### config.mk
export PLATFORM = sky130hd
export DESIGN_NAME = wb_uart_tx
export DESIGN_NICKNAME = d
export VERILOG_FILES = /design/src/rtl/wb_uart_tx.sv
export SDC_FILE = /design/constraint.sdc
export NUM_CORES = 1
export LEC_CHECK = 0
export BUFFER_PORTS_ARGS = -buffer_cell sky130_fd_sc_hd__buf_2
export CAP_MARGIN = 5
export CORE_MARGIN = 4
export CORE_UTILIZATION = 53
export CTS_CLUSTER_DIAMETER = 30
export CTS_CLUSTER_SIZE = 12
export DETAILED_ROUTE_END_ITERATION = 16
export PLACE_DENSITY = 0.86
export SLEW_MARGIN = 20
export SYNTH_ARGS = -nofsm -noshare
export SYNTH_HDL_FRONTEND = slang
export SYNTH_SLANG_ARGS = --single-unit
export TNS_END_PERCENT = 30
### constraint.sdc
create_clock -name clk_i -period 3.56 [get_ports clk_i]
set_clock_uncertainty 0.15 [all_clocks]
set_input_delay 0.178 -clock clk_i [delete_from_list [all_inputs] [get_ports clk_i]]
set_output_delay 0.178 -clock clk_i [all_outputs]
set_load 0.05 [all_outputs]
### src/rtl/wb_uart_tx.sv
// wb_uart_tx: Wishbone B3 classic slave UART transmitter (8N1, LSB first).
// CPU stores land in a small TX FIFO which drains onto tx_o at CLK_DIV
// clocks per bit. irq_o is a level interrupt signalling a fully drained
// transmitter.
module wb_uart_tx #(
  parameter int CLK_DIV    = 434,
  parameter int FIFO_DEPTH = 8,
  parameter int DIV_W      = 16
) (
  input  logic        clk_i,
  input  logic        rst_i,
  input  logic [3:0]  wb_adr_i,
  input  logic [31:0] wb_dat_i,
  output logic [31:0] wb_dat_o,
  input  logic [3:0]  wb_sel_i,
  input  logic        wb_we_i,
  input  logic        wb_stb_i,
  input  logic        wb_cyc_i,
  output logic        wb_ack_o,
  output logic        tx_o,
  output logic        irq_o
);

  localparam int AW = $clog2(FIFO_DEPTH);
  localparam int CW = AW + 1;

  localparam logic [DIV_W-1:0] BAUD_RELOAD = DIV_W'(CLK_DIV - 1);
  localparam logic [DIV_W-1:0] BAUD_ONE    = DIV_W'(1);
  localparam logic [DIV_W-1:0] BAUD_ZERO   = '0;
  localparam logic [CW-1:0]    CNT_FULL    = CW'(FIFO_DEPTH);
  localparam logic [CW-1:0]    CNT_ONE     = CW'(1);
  localparam logic [CW-1:0]    CNT_ZERO    = '0;
  localparam logic [AW-1:0]    PTR_ONE     = AW'(1);

  localparam logic [1:0] REG_TXDATA = 2'd0;
  localparam logic [1:0] REG_STATUS = 2'd1;
  localparam logic [1:0] REG_CTRL   = 2'd2;

  typedef enum logic [1:0] {
    S_IDLE  = 2'd0,
    S_START = 2'd1,
    S_DATA  = 2'd2,
    S_STOP  = 2'd3
  } state_t;

  // Bus-side state
  logic        ack_q;
  logic [31:0] dat_q, dat_d;
  logic        irq_en_q;
  logic        ovf_q;
  logic        irq_q;

  // FIFO state
  logic [7:0]    mem_q [FIFO_DEPTH];
  logic [AW-1:0] wr_ptr_q, rd_ptr_q;
  logic [CW-1:0] cnt_q, cnt_d;

  // Transmitter state
  state_t           state_q, state_d;
  logic [DIV_W-1:0] baud_q, baud_d;
  logic [2:0]       bit_q, bit_d;
  logic [7:0]       shift_q, shift_d;
  logic             tx_q, tx_d;

  // Decode and handshake
  logic        req;
  logic [1:0]  reg_sel;
  logic        wr_txdata, wr_ctrl, rd_status;
  logic        fifo_empty, fifo_full;
  logic        push, pop;
  logic        busy;
  logic [31:0] rdata;
  logic        unused_bits;

  // Byte selects, sub-word address bits and the upper data byte lanes are
  // don't-care: every access is treated as a full 32-bit word.
  assign unused_bits = ^{wb_sel_i, wb_adr_i[1:0], wb_dat_i[31:8]};

  // A new request is only accepted when ack is low, so a held strobe
  // produces ack on alternate cycles.
  assign req       = wb_stb_i & wb_cyc_i & ~ack_q;
  assign reg_sel   = wb_adr_i[3:2];
  assign wr_txdata = req &  wb_we_i & (reg_sel == REG_TXDATA);
  assign wr_ctrl   = req &  wb_we_i & (reg_sel == REG_CTRL);
  assign rd_status = req & ~wb_we_i & (reg_sel == REG_STATUS);

  // Full/empty come from pre-edge occupancy; a same-cycle pop never frees
  // room for a push into a full FIFO.
  assign fifo_empty = (cnt_q == CNT_ZERO);
  assign fifo_full  = (cnt_q == CNT_FULL);
  assign push       = wr_txdata & ~fifo_full;
  assign busy       = (state_q != S_IDLE);

  // Read mux for the register map; unmapped and write-only reads return 0.
  always_comb begin
    rdata = '0;
    case (reg_sel)
      REG_STATUS: rdata = {27'd0, ovf_q, irq_en_q, busy, fifo_full, fifo_empty};
      REG_CTRL:   rdata = {31'd0, irq_en_q};
      default:    rdata = '0;
    endcase
    dat_d = (req & ~wb_we_i) ? rdata : 32'd0;
  end

  // Bus registers: single-cycle ack, registered read data, CTRL and ovf.
  always_ff @(posedge clk_i or posedge rst_i) begin
    if (rst_i) begin
      ack_q    <= 1'b0;
      dat_q    <= '0;
      irq_en_q <= 1'b0;
      ovf_q    <= 1'b0;
    end else begin
      ack_q <= req;
      dat_q <= dat_d;
      if (wr_ctrl) begin
        irq_en_q <= wb_dat_i[0];
      end
      if (wr_txdata & fifo_full) begin
        ovf_q <= 1'b1;
      end else if (rd_status) begin
        ovf_q <= 1'b0;
      end
    end
  end

  // FIFO storage is pure data and carries no reset.
  always_ff @(posedge clk_i) begin
    if (push) begin
      mem_q[wr_ptr_q] <= wb_dat_i[7:0];
    end
  end

  // Occupancy next-state from the push/pop pair.
  always_comb begin
    cnt_d = cnt_q;
    case ({push, pop})
      2'b10:   cnt_d = cnt_q + CNT_ONE;
      2'b01:   cnt_d = cnt_q - CNT_ONE;
      default: cnt_d = cnt_q;
    endcase
  end

  // FIFO pointers and occupancy count.
  always_ff @(posedge clk_i or posedge rst_i) begin
    if (rst_i) begin
      wr_ptr_q <= '0;
      rd_ptr_q <= '0;
      cnt_q    <= '0;
    end else begin
      if (push) begin
        wr_ptr_q <= wr_ptr_q + PTR_ONE;
      end
      if (pop) begin
        rd_ptr_q <= rd_ptr_q + PTR_ONE;
      end
      cnt_q <= cnt_d;
    end
  end

  // Transmit FSM: next state, baud/bit counters, shifter and line level.
  // The line level is derived from the next state so tx_o is a clean
  // register output that changes on the same edge as the state.
  always_comb begin
    state_d = state_q;
    baud_d  = baud_q;
    bit_d   = bit_q;
    shift_d = shift_q;
    pop     = 1'b0;
    case (state_q)
      S_IDLE: begin
        if (!fifo_empty) begin
          pop     = 1'b1;
          shift_d = mem_q[rd_ptr_q];
          bit_d   = 3'd0;
          baud_d  = BAUD_RELOAD;
          state_d = S_START;
        end
      end
      S_START: begin
        if (baud_q == BAUD_ZERO) begin
          baud_d  = BAUD_RELOAD;
          state_d = S_DATA;
        end else begin
          baud_d = baud_q - BAUD_ONE;
        end
      end
      S_DATA: begin
        if (baud_q == BAUD_ZERO) begin
          baud_d  = BAUD_RELOAD;
          shift_d = {1'b0, shift_q[7:1]};
          if (bit_q == 3'd7) begin
            state_d = S_STOP;
          end else begin
            bit_d = bit_q + 3'd1;
          end
        end else begin
          baud_d = baud_q - BAUD_ONE;
        end
      end
      S_STOP: begin
        if (baud_q == BAUD_ZERO) begin
          if (!fifo_empty) begin
            // Chain straight into the next start bit: no idle gap.
            pop     = 1'b1;
            shift_d = mem_q[rd_ptr_q];
            bit_d   = 3'd0;
            baud_d  = BAUD_RELOAD;
            state_d = S_START;
          end else begin
            state_d = S_IDLE;
          end
        end else begin
          baud_d = baud_q - BAUD_ONE;
        end
      end
      default: state_d = S_IDLE;
    endcase

    tx_d = 1'b1;
    if (state_d == S_START) begin
      tx_d = 1'b0;
    end else if (state_d == S_DATA) begin
      tx_d = shift_d[0];
    end
  end

  // Transmit control registers; reset aborts any frame and idles the line.
  always_ff @(posedge clk_i or posedge rst_i) begin
    if (rst_i) begin
      state_q <= S_IDLE;
      baud_q  <= '0;
      bit_q   <= '0;
      tx_q    <= 1'b1;
    end else begin
      state_q <= state_d;
      baud_q  <= baud_d;
      bit_q   <= bit_d;
      tx_q    <= tx_d;
    end
  end

  // Shift register holds only frame data and needs no reset.
  always_ff @(posedge clk_i) begin
    shift_q <= shift_d;
  end

  // Drained interrupt, registered from pre-edge state.
  always_ff @(posedge clk_i or posedge rst_i) begin
    if (rst_i) begin
      irq_q <= 1'b0;
    end else begin
      irq_q <= irq_en_q & fifo_empty & (state_q == S_IDLE);
    end
  end

  assign wb_ack_o = ack_q;
  assign wb_dat_o = dat_q;
  assign tx_o     = tx_q;
  assign irq_o    = irq_q;

endmodule

# After elaboration in Yosys (flattened, before gate mapping)
# Memories as Yosys holds them, arrays and structs flattened.
# Index checks and enable logic that the tools add are counted.
[totals]
wordCells = 92
mem_bits_rw = 64
mem_count = 1
regBits = 76
input_bits = 45
out_inout_bits = 35
latchBits = 0
romBits = 0
[op_classes]
n_addsub = 6
n_mul = 0
shifts = 0
magnitude_cmp = 0
eq_ne = 14
mux = 32
n_bitwise = 14
div = 0
reduce_logical = 11
[memory_table]
columns = ["memory", "depth", "width", "rd", "rd_ports_with_merged_regs", "wr", "line_no", "rtl"]
rows = [
  ["mem_q", 8, 8, 1, 0, 1, "54", "logic [7:0] mem_q [FIFO_DEPTH];"],
]
[ops]
columns = ["operator", "count"]
rows = [
  ["$mux W16", 3],
  ["$pmux W16 S3", 1],
  ["$mux W32", 1],
  ["$mux W8", 3],
  ["$pmux W8 S3", 1],
  ["$logic_not A16 Y1", 1],
  ["$sub A16 B1 Y16 const B", 1],
  ["$mux W3", 4],
  ["$and A1 B1 Y1", 11],
  ["$eq A2 B2 Y1 const B", 5],
  ["$mux W2", 5],
  ["$pmux W5 S2", 1],
  ["$add A3 B1 Y3 const B", 3],
  ["$mux W1", 9],
  ["$pmux W3 S3", 1],
  ["$eq A2 B1 Y1 const B", 4],
  ["$pmux W2 S4", 1],
  ["$pmux W4 S2", 1],
  ["$ne A2 B2 Y1 const B", 3],
  ["$reduce_bool A2 Y1", 3],
  ["$add A4 B1 Y4 const B", 1],
  ["$eq A4 B4 Y1 const B", 1],
  ["$logic_not A2 Y1", 2],
  ["$logic_not A4 Y1", 1],
  ["8 further kinds", 10],
]

# Logic depth before layout (Yosys ltp)
# Gate-level depths: netlist of run 1.
[depth]
depth_word = 7
depth_mapped = 14
depth_no_buf = 13

# Least setup slack after synthesis of run 1
# No wires, ideal clock.
[synth_timing]
path_kind = "register to register"
startpoint = "register baud_q[0]"
endpoint = "register cnt_q[3]"
slack_ps = 619
n_path_buf = 1
period_less_slack_ps = 2941
setup_ps = 125
path_stages_with_launch = 15
t_arrival_ps = 2666
t_required_ps = 3285
cell_sequence = "dfrtp_1 -> inv_1 -> ha_1 -> nor3b_2 -> and4_1 -> buf_6 -> a21oi_2 -> nor3_2 -> ha_1 -> ha_1 -> a21o_1 -> a21oi_1 -> xnor2_1 -> nor2_1 -> xor2_1"
[synth_between]
elab_chain_len = 5
word_cells_on_any_way = 7
classes_between = "2 x eq/ne; 3 x mux; 2 x reduce/logical"
[synth_lines]
columns = ["item", "line_no", "rtl"]
rows = [
  ["from (decl)", "60", "logic [DIV_W-1:0] baud_q, baud_d;"],
  ["from (signal assigned)", "236", "baud_q <= baud_d;"],
  ["$logic_not A16 Y1 (*)", "201", "if (baud_q == BAUD_ZERO) begin"],
  ["$mux W1 (*)", "201", ""],
  ["$pmux W1 S2 (*)", "169", "case (state_q)"],
  ["named net pop", "70", "logic push, pop;"],
  ["$eq A2 B1 Y1 / $eq A2 B2 Y1 (equally long branches)", "136", "case ({push, pop})"],
  ["$pmux W4 S2 / $reduce_bool A2 Y1 (equally long branches)", "-", ""],
  ["to (signal assigned)", "156", "cnt_q <= cnt_d;"],
  ["to (decl)", "56", "logic [CW-1:0] cnt_q, cnt_d;"],
]
# Mark *: on every way through the listed nets, which the timed path passes. The rest lies on a longest branch.
# A chain may end at the register's enable or synchronous reset.

# Final worst setup path of run 1
[layout_timing]
startpoint = "input port wb_cyc_i"
endpoint = "register cnt_q[3]"
[layout_between]
elab_chain_len = 7
word_cells_on_any_way = 9
classes_between = "2 x eq/ne; 1 x mux; 5 x bitwise; 1 x reduce/logical"
[layout_lines]
columns = ["item", "line_no", "rtl"]
rows = [
  ["from (decl)", "18", "input logic wb_cyc_i,"],
  ["$and A1 B1 Y1 (*) (2 in a row)", "81", "assign req = wb_stb_i & wb_cyc_i & ~ack_q;"],
  ["named net req", "66", "logic req;"],
  ["$and A1 B1 Y1 (*) (2 in a row)", "83", "assign wr_txdata = req & wb_we_i & (reg_sel == REG_TXDATA);"],
  ["$and A1 B1 Y1 (*)", "91", "assign push = wr_txdata & ~fifo_full;"],
  ["$eq A2 B1 Y1 / $eq A2 B2 Y1 (equally long branches)", "136", ""],
  ["$pmux W4 S2 / $reduce_bool A2 Y1 (equally long branches)", "-", ""],
]
# Marks and branches as above.

==> out/qor.csv, run 1 <==
metric;value;unit
Fin. Hold Viols;0;
Setup Fix Bufs, Post-CTS;0;
Clock Pin Slew Worst Setup and Hold Paths;0.06;ns
#FFs+latches synth;113;
die area;11810;um2
most common cell in the netlist;edfxtp_1;
Row Count;36;
Finished Cell Area;6335;um2
sequential element share of the synthesized area;59.16;%
post-route ant nets;0;
DP Area;5575;um2
Worst EP arrival;3.67;ns
TNS Setup;0;ns
CP Class;input pin to flip-flop;
areal power density over the cells;572.1;nW/um2
Initial Util;54.73;%
clock tree buffer depth;2;
CTS HTree Levels;4;
CTS tree;yes;
Worst Hold Slack;0.1623;ns
critical path endpoint category;flip-flop;
Vias;3666;
Post-Synth XOR/XNOR Area;1.304;%
Leak;2.506;nW
ratio of cells with drive above 1 in the final layout;19.84;%
Layout area overhead;17.88;%
Placer Congestion;0.8697;
gr usage total;22.37;%
initial antenna violation count;0;
number of port buffers;22;
total CTS buffers;17;
Final Setup Violations;0;
Setup crit start kind;input pin;
Die Width;108.7;um
Initial DRC Count;279;
max-slew violations;0;
Root Driver;clkbuf_8;
Wirelength per Cell;19.41;um
fin crit share;95.65;%
Commonest cells post-synth;71 x edfxtp_1, 40 x dfrtp_1, 35 x nand2_1, 35 x nor2_1, 29 x o21ai_0;
non-filler cells, final;622;
Placed Cells incl. Taps;575;
post-synthesis adder-cell area fraction;3.865;%
synth warn;0;
nets@finish;537;
share of the synthesized area in the top cell type;39.67;%
HP Class;input pin to asynchronous set/reset pin;
Vias/cell;5.894;
Slew HR;38.05;%
RSZ-0062 raised after global routing;false;
main combinational cell family by area after synthesis;simple AND/OR/NAND/NOR gates;
Overflow after GRT;0;
vias in the first global route;3658;
Main synth FF type;edfxtp_1;
core area;9819;um2
Cell Area, Synth;5374;um2
Synth Instances;423;
Post-Syn Area per Cell;12.70;um2
first-pass GRT wire length;19400;um
DP HPWL;7178;um
peak supply drop;464.7;uV
EDFF count, synth;71;
drc violations;0;
simple logic cell fraction of the synthesized area;11.50;%
post-route minimum period;3.405;ns
Clk Latency, worst-skew pair;0.54;ns
Max Cap Viol;0;
ANT cells;0;
Distinct cells, synth;57;
chip height;108.7;um
post-synthesis mux area share;8.754;%
worst-path maximum fanout;8;
fmax;293.7;MHz
fraction of registers with async set/reset;36.28;%
IO Pins;80;
DRT Pass-1 Iters;5;
compound-cell area share of the yosys netlist;9.010;%
top post-synthesis cells by area;edfxtp_1 40%, dfrtp_1 19%, mux4_2 6.3%;
post-synth top area cell;edfxtp_1;
largest net degree at the start of global routing;42;
status;finished, final reports clean;
Sinks on Clock Net;113;
Total Wirelength;12080;um
Worst-Margin Slew;0.9259;ns
Worst EP required;3.82;ns
repair_timing:
| item | in CTS | in global routing |
|---|---|---|
| hold endpoints to repair | 113 | 0 |
| gates resized for setup | 0 | 0 |
| hold buffers | 15 | 0 |
| endpoints found under the setup margin | 0 | 0 |
logic make-up (layout without fill, tap and decap cells):
group | count (synthesis) | after routing
buffers and inverters | 58 | 98
XOR/XNOR | 8 | 8
AO/OA/AOI/OAI | 79 | 79
adder cells (fa/ha/maj) | 16 | 16
AND/OR/NAND/NOR | 120 | 120
multiplexers | 28 | 28
flip-flops | 113 | 113
other | 1 | 27
through the flow:
step                      util [%]  power (mW)  worst slack, ns
after floorplan                  -       1.776           0.6187
after global placement       56.78       1.823           0.5980
after detailed placement     56.78       1.865           0.4346
after CTS                    64.51       3.614           0.2946
after global routing         64.51       3.726          0.01063
final                        64.51       3.624           0.1547
critical path, cell delays in order:
cell and delay [ns]:
dlygate4sd3_1 0.53, buf_2 0.10, nand2_1 0.03, dlygate4sd3_1 0.56
nor2_1 0.28, nand4_1 0.41, ha_1 0.42, ha_1 0.32
a21o_1 0.20, a21oi_1 0.25, xnor2_1 0.17, nor2_1 0.08
xor2_1 0.14
where the power goes:
group          switching (mW)  internal (mW)  leakage [nW]
clock network           0.659           1.09         0.293
registers              0.0694           1.43          1.18
logic                   0.257          0.116          1.03
registers in the layout (all words and copies together) (netlist names):
register  count
wr_ptr_q      3
cnt_q         4
tx_o          1
mem_q        64
bit_q         3
shift_q       8
ovf_q         1
state_q       2
wb_ack_o      1
irq_en_q      1
rd_ptr_q      3
wb_dat_o      5
irq_o         1
baud_q       16
area by class of cell:
| cell class | instances | area, um2 |
|---|---|---|
| clock buffer | 17 | 414.1 |
| clock inverter | 15 | 195.2 |
| fill | 667 | 3485 |
| inverter | 15 | 56.30 |
| multi-input combinational | 278 | 1958 |
| sequential | 113 | 3179 |
| tap | 133 | 166.4 |
| timing repair buffer | 51 | 365.4 |
placed cells by master, fill, tap and decap left out, types with 3 or more instances in the layout:
cell type and count:
inv_6 7, xor2_1 3, mux2i_1 11, a21oi_1 20
a211oi_1 3, ha_1 15, and3_1 3, mux4_2 15
buf_4 14, inv_1 15, o22a_1 4, xnor2_1 5
nor4_1 3, buf_2 22, dlygate4sd3_1 15, nor2_1 35
o21a_1 3, conb_1 27, edfxtp_1 71, nand2_1 35
clkbuf_16 16, nand3_1 7, bufinv_16 3, nand2b_1 5
nor3_1 12, dfrtp_1 40, o21ai_0 29, nor4_2 3
o31ai_1 3
final timing paths:
path                       cells past startpoint         from  slack [ns]          end
setup / recovery                              13     wb_cyc_i        0.15     cnt_q[3]
hold / removal                                 4        rst_i        0.16  wr_ptr_q[0]
hold reg to reg                                1     bit_q[0]        0.34     bit_q[0]
min in group clk_i                             2  wb_dat_i[3]        0.32  mem_q[2][3]
setup reg to reg                              11    baud_q[4]        0.25     cnt_q[3]
max in group asynchronous                      4        rst_i        2.72         tx_o
routing by layer:
layer  track usage (%)  up-vias  wire length, um
li1                  -     1617                -
met1             25.73     1818             4394
met2             39.06      196             6516
met3             4.796       35              780
met4             11.99        0              384
met5                 0        -                0
(Power assumes the default switching activity.)
==> inputs of run 2 (changes only) <==
- PLACE_DENSITY: 0.86 -> 0.85
==> out/qor.csv, run 2 (synthesis results as in run 1) <==
metric;value;unit
Vias/cell;5.725;
Setup crit start kind;input pin;
die area;11810;um2
worst slack, placed;0.5058;ns
peak supply drop;560.2;uV
Sw Pwr;895.8;uW
fmax;293.6;MHz
internal cell power;2.678;mW
Layout area overhead;17.11;%
post-route ant nets;0;
areal power density over the cells;567.8;nW/um2
Root Driver;clkbuf_8;
Worst Hold Slack;0.02576;ns
Clk Latency, worst-skew pair;0.51;ns
Initial Util;54.73;%
fin crit share;95.68;%
CP Class;input pin to flip-flop;
initial antenna violation count;0;
Clock Pin Slew Worst Setup and Hold Paths;0.05;ns
core area;9819;um2
flop2flop setup slack;0.43;ns
RSZ-0062 raised after global routing;false;
Max Cap Viol;0;
Reg2Reg Depth;11;
reg-to-reg startpoint;baud_q[4];
final worst setup slack;0.1538;ns
Hold Crit Start;wb_adr_i[3];
HP Class;input pin to flip-flop;
Finished Cell Area;6294;um2
Row Count;36;
Total Wirelength;11340;um
ratio of cells with drive above 1 in the final layout;19.59;%
Slew HR;35.09;%
most frequent cells in the layout;71 x edfxtp_1, 40 x dfrtp_1, 35 x nor2_1, 35 x nand2_1, 29 x o21ai_0;
Setup Fix Bufs, Post-CTS;0;
max reg flops;64;
ANT cells;0;
combinational share of power;9.8;%
DP HPWL;6630;um
TNS Setup;0;ns
Placer Congestion;0.8770;
drc violations;0;
worst-path maximum fanout;8;
total CTS buffers;17;
Worst-Margin Slew;0.9701;ns
largest net degree at the start of global routing;42;
clock tree buffer depth;2;
Worst EP required;3.79;ns
Wirelength per Cell;18.35;um
Vias;3538;
switching share of power;25.07;%
vias in the first global route;3597;
Die Width;108.7;um
number of port buffers;22;
IO Pins;80;
Hold Path Depth;5;
Fin. Hold Viols;0;
DRT Pass-1 Iters;5;
first-pass GRT wire length;18490;um
chip height;108.7;um
post-route minimum period;3.406;ns
R2R Path End;cnt_q[3];
max-slew violations;0;
CTS HTree Levels;4;
Final Setup Violations;0;
critical path endpoint category;flip-flop;
Clk network pwr share;48.1;%
Leak;2.494;nW
DP Area;5568;um2
largest registers;mem_q x64, baud_q x16, shift_q x8;
Initial DRC Count;299;
CTS tree;yes;
Hold Path End;wb_dat_o[0];
Overflow after GRT;0;
Worst EP arrival;3.64;ns
Sinks on Clock Net;113;
gr usage total;20.90;%
Sequential Power Share;42.1;%
nets@finish;533;
Most flops, register;mem_q;
commonest non-fill, non-tap cell in the layout;edfxtp_1;
status;finished, final reports clean;
Pwr Total;3.573;mW
[run 2: what timing repair did]
action	in CTS	in global routing
endpoints found under the hold margin	113	0
gates resized for setup	0	0
endpoints found under the setup margin	0	0
hold buffers	12	0
[run 2: metrics by stage]
step | instances | utilization (%)
4_1_cts | 618 | 64.09
3_5_place_dp | 574 | 56.70
6_report | 618 | 64.09
5_1_grt | 618 | 64.09
2_1_floorplan | 449 | -
3_3_place_gp | 574 | 56.70
[run 2: worst max-delay path, stage by stage]
cell and delay [ns]:
dlygate4sd3_1 0.56, buf_2 0.12, nand2_1 0.04, dlygate4sd3_1 0.58, nor2_1 0.32, nand4_1 0.43
ha_1 0.42, ha_1 0.28, a21o_1 0.18, a21oi_1 0.16, xnor2_1 0.13, nor2_1 0.07
xor2_1 0.15
[run 2: final cells by class]
class                   instances  area (um2)
repair buffers                 47       327.8
clock inverters                15       191.4
inverters                      15       56.30
flip-flops and latches        113        3179
clock buffers                  17       414.1
multi-input cells             278        1958
fillers                       684        3526
well taps                     133       166.4
[run 2: how the worst max path moves through the flow]
stage | start | end | slack (ns) | depth (start not counted)
global placement | baud_q[8] | cnt_q[3] | 0.60 | 11
CTS | wb_cyc_i | cnt_q[3] | 0.30 | 13
floorplan | baud_q[0] | cnt_q[3] | 0.62 | 14
finish | wb_cyc_i | cnt_q[3] | 0.15 | 13
global route | wb_cyc_i | cnt_q[3] | 0.03 | 13
detailed placement | baud_q[9] | cnt_q[3] | 0.51 | 11
[run 2: layer usage]
layer / vias to the layer above / track usage (%) / wire length, um
li1: 1607 / - / -
met1: 1790 / 25.00 / 4561
met2: 124 / 36.36 / 5999
met3: 17 / 5.329 / 599
met4: 0 / 8.025 / 183
met5: - / 0 / 0
[run 2: power by group through the flow]
stage / combinational (mW) / clock, mW / sequential, mW
2_1_floorplan: 0.271 / 0 / 1.50
3_3_place_gp: 0.309 / 0 / 1.51
3_5_place_dp: 0.331 / 0 / 1.52
4_1_cts: 0.345 / 1.73 / 1.50
5_1_grt: 0.384 / 1.81 / 1.51
6_report: 0.349 / 1.72 / 1.50
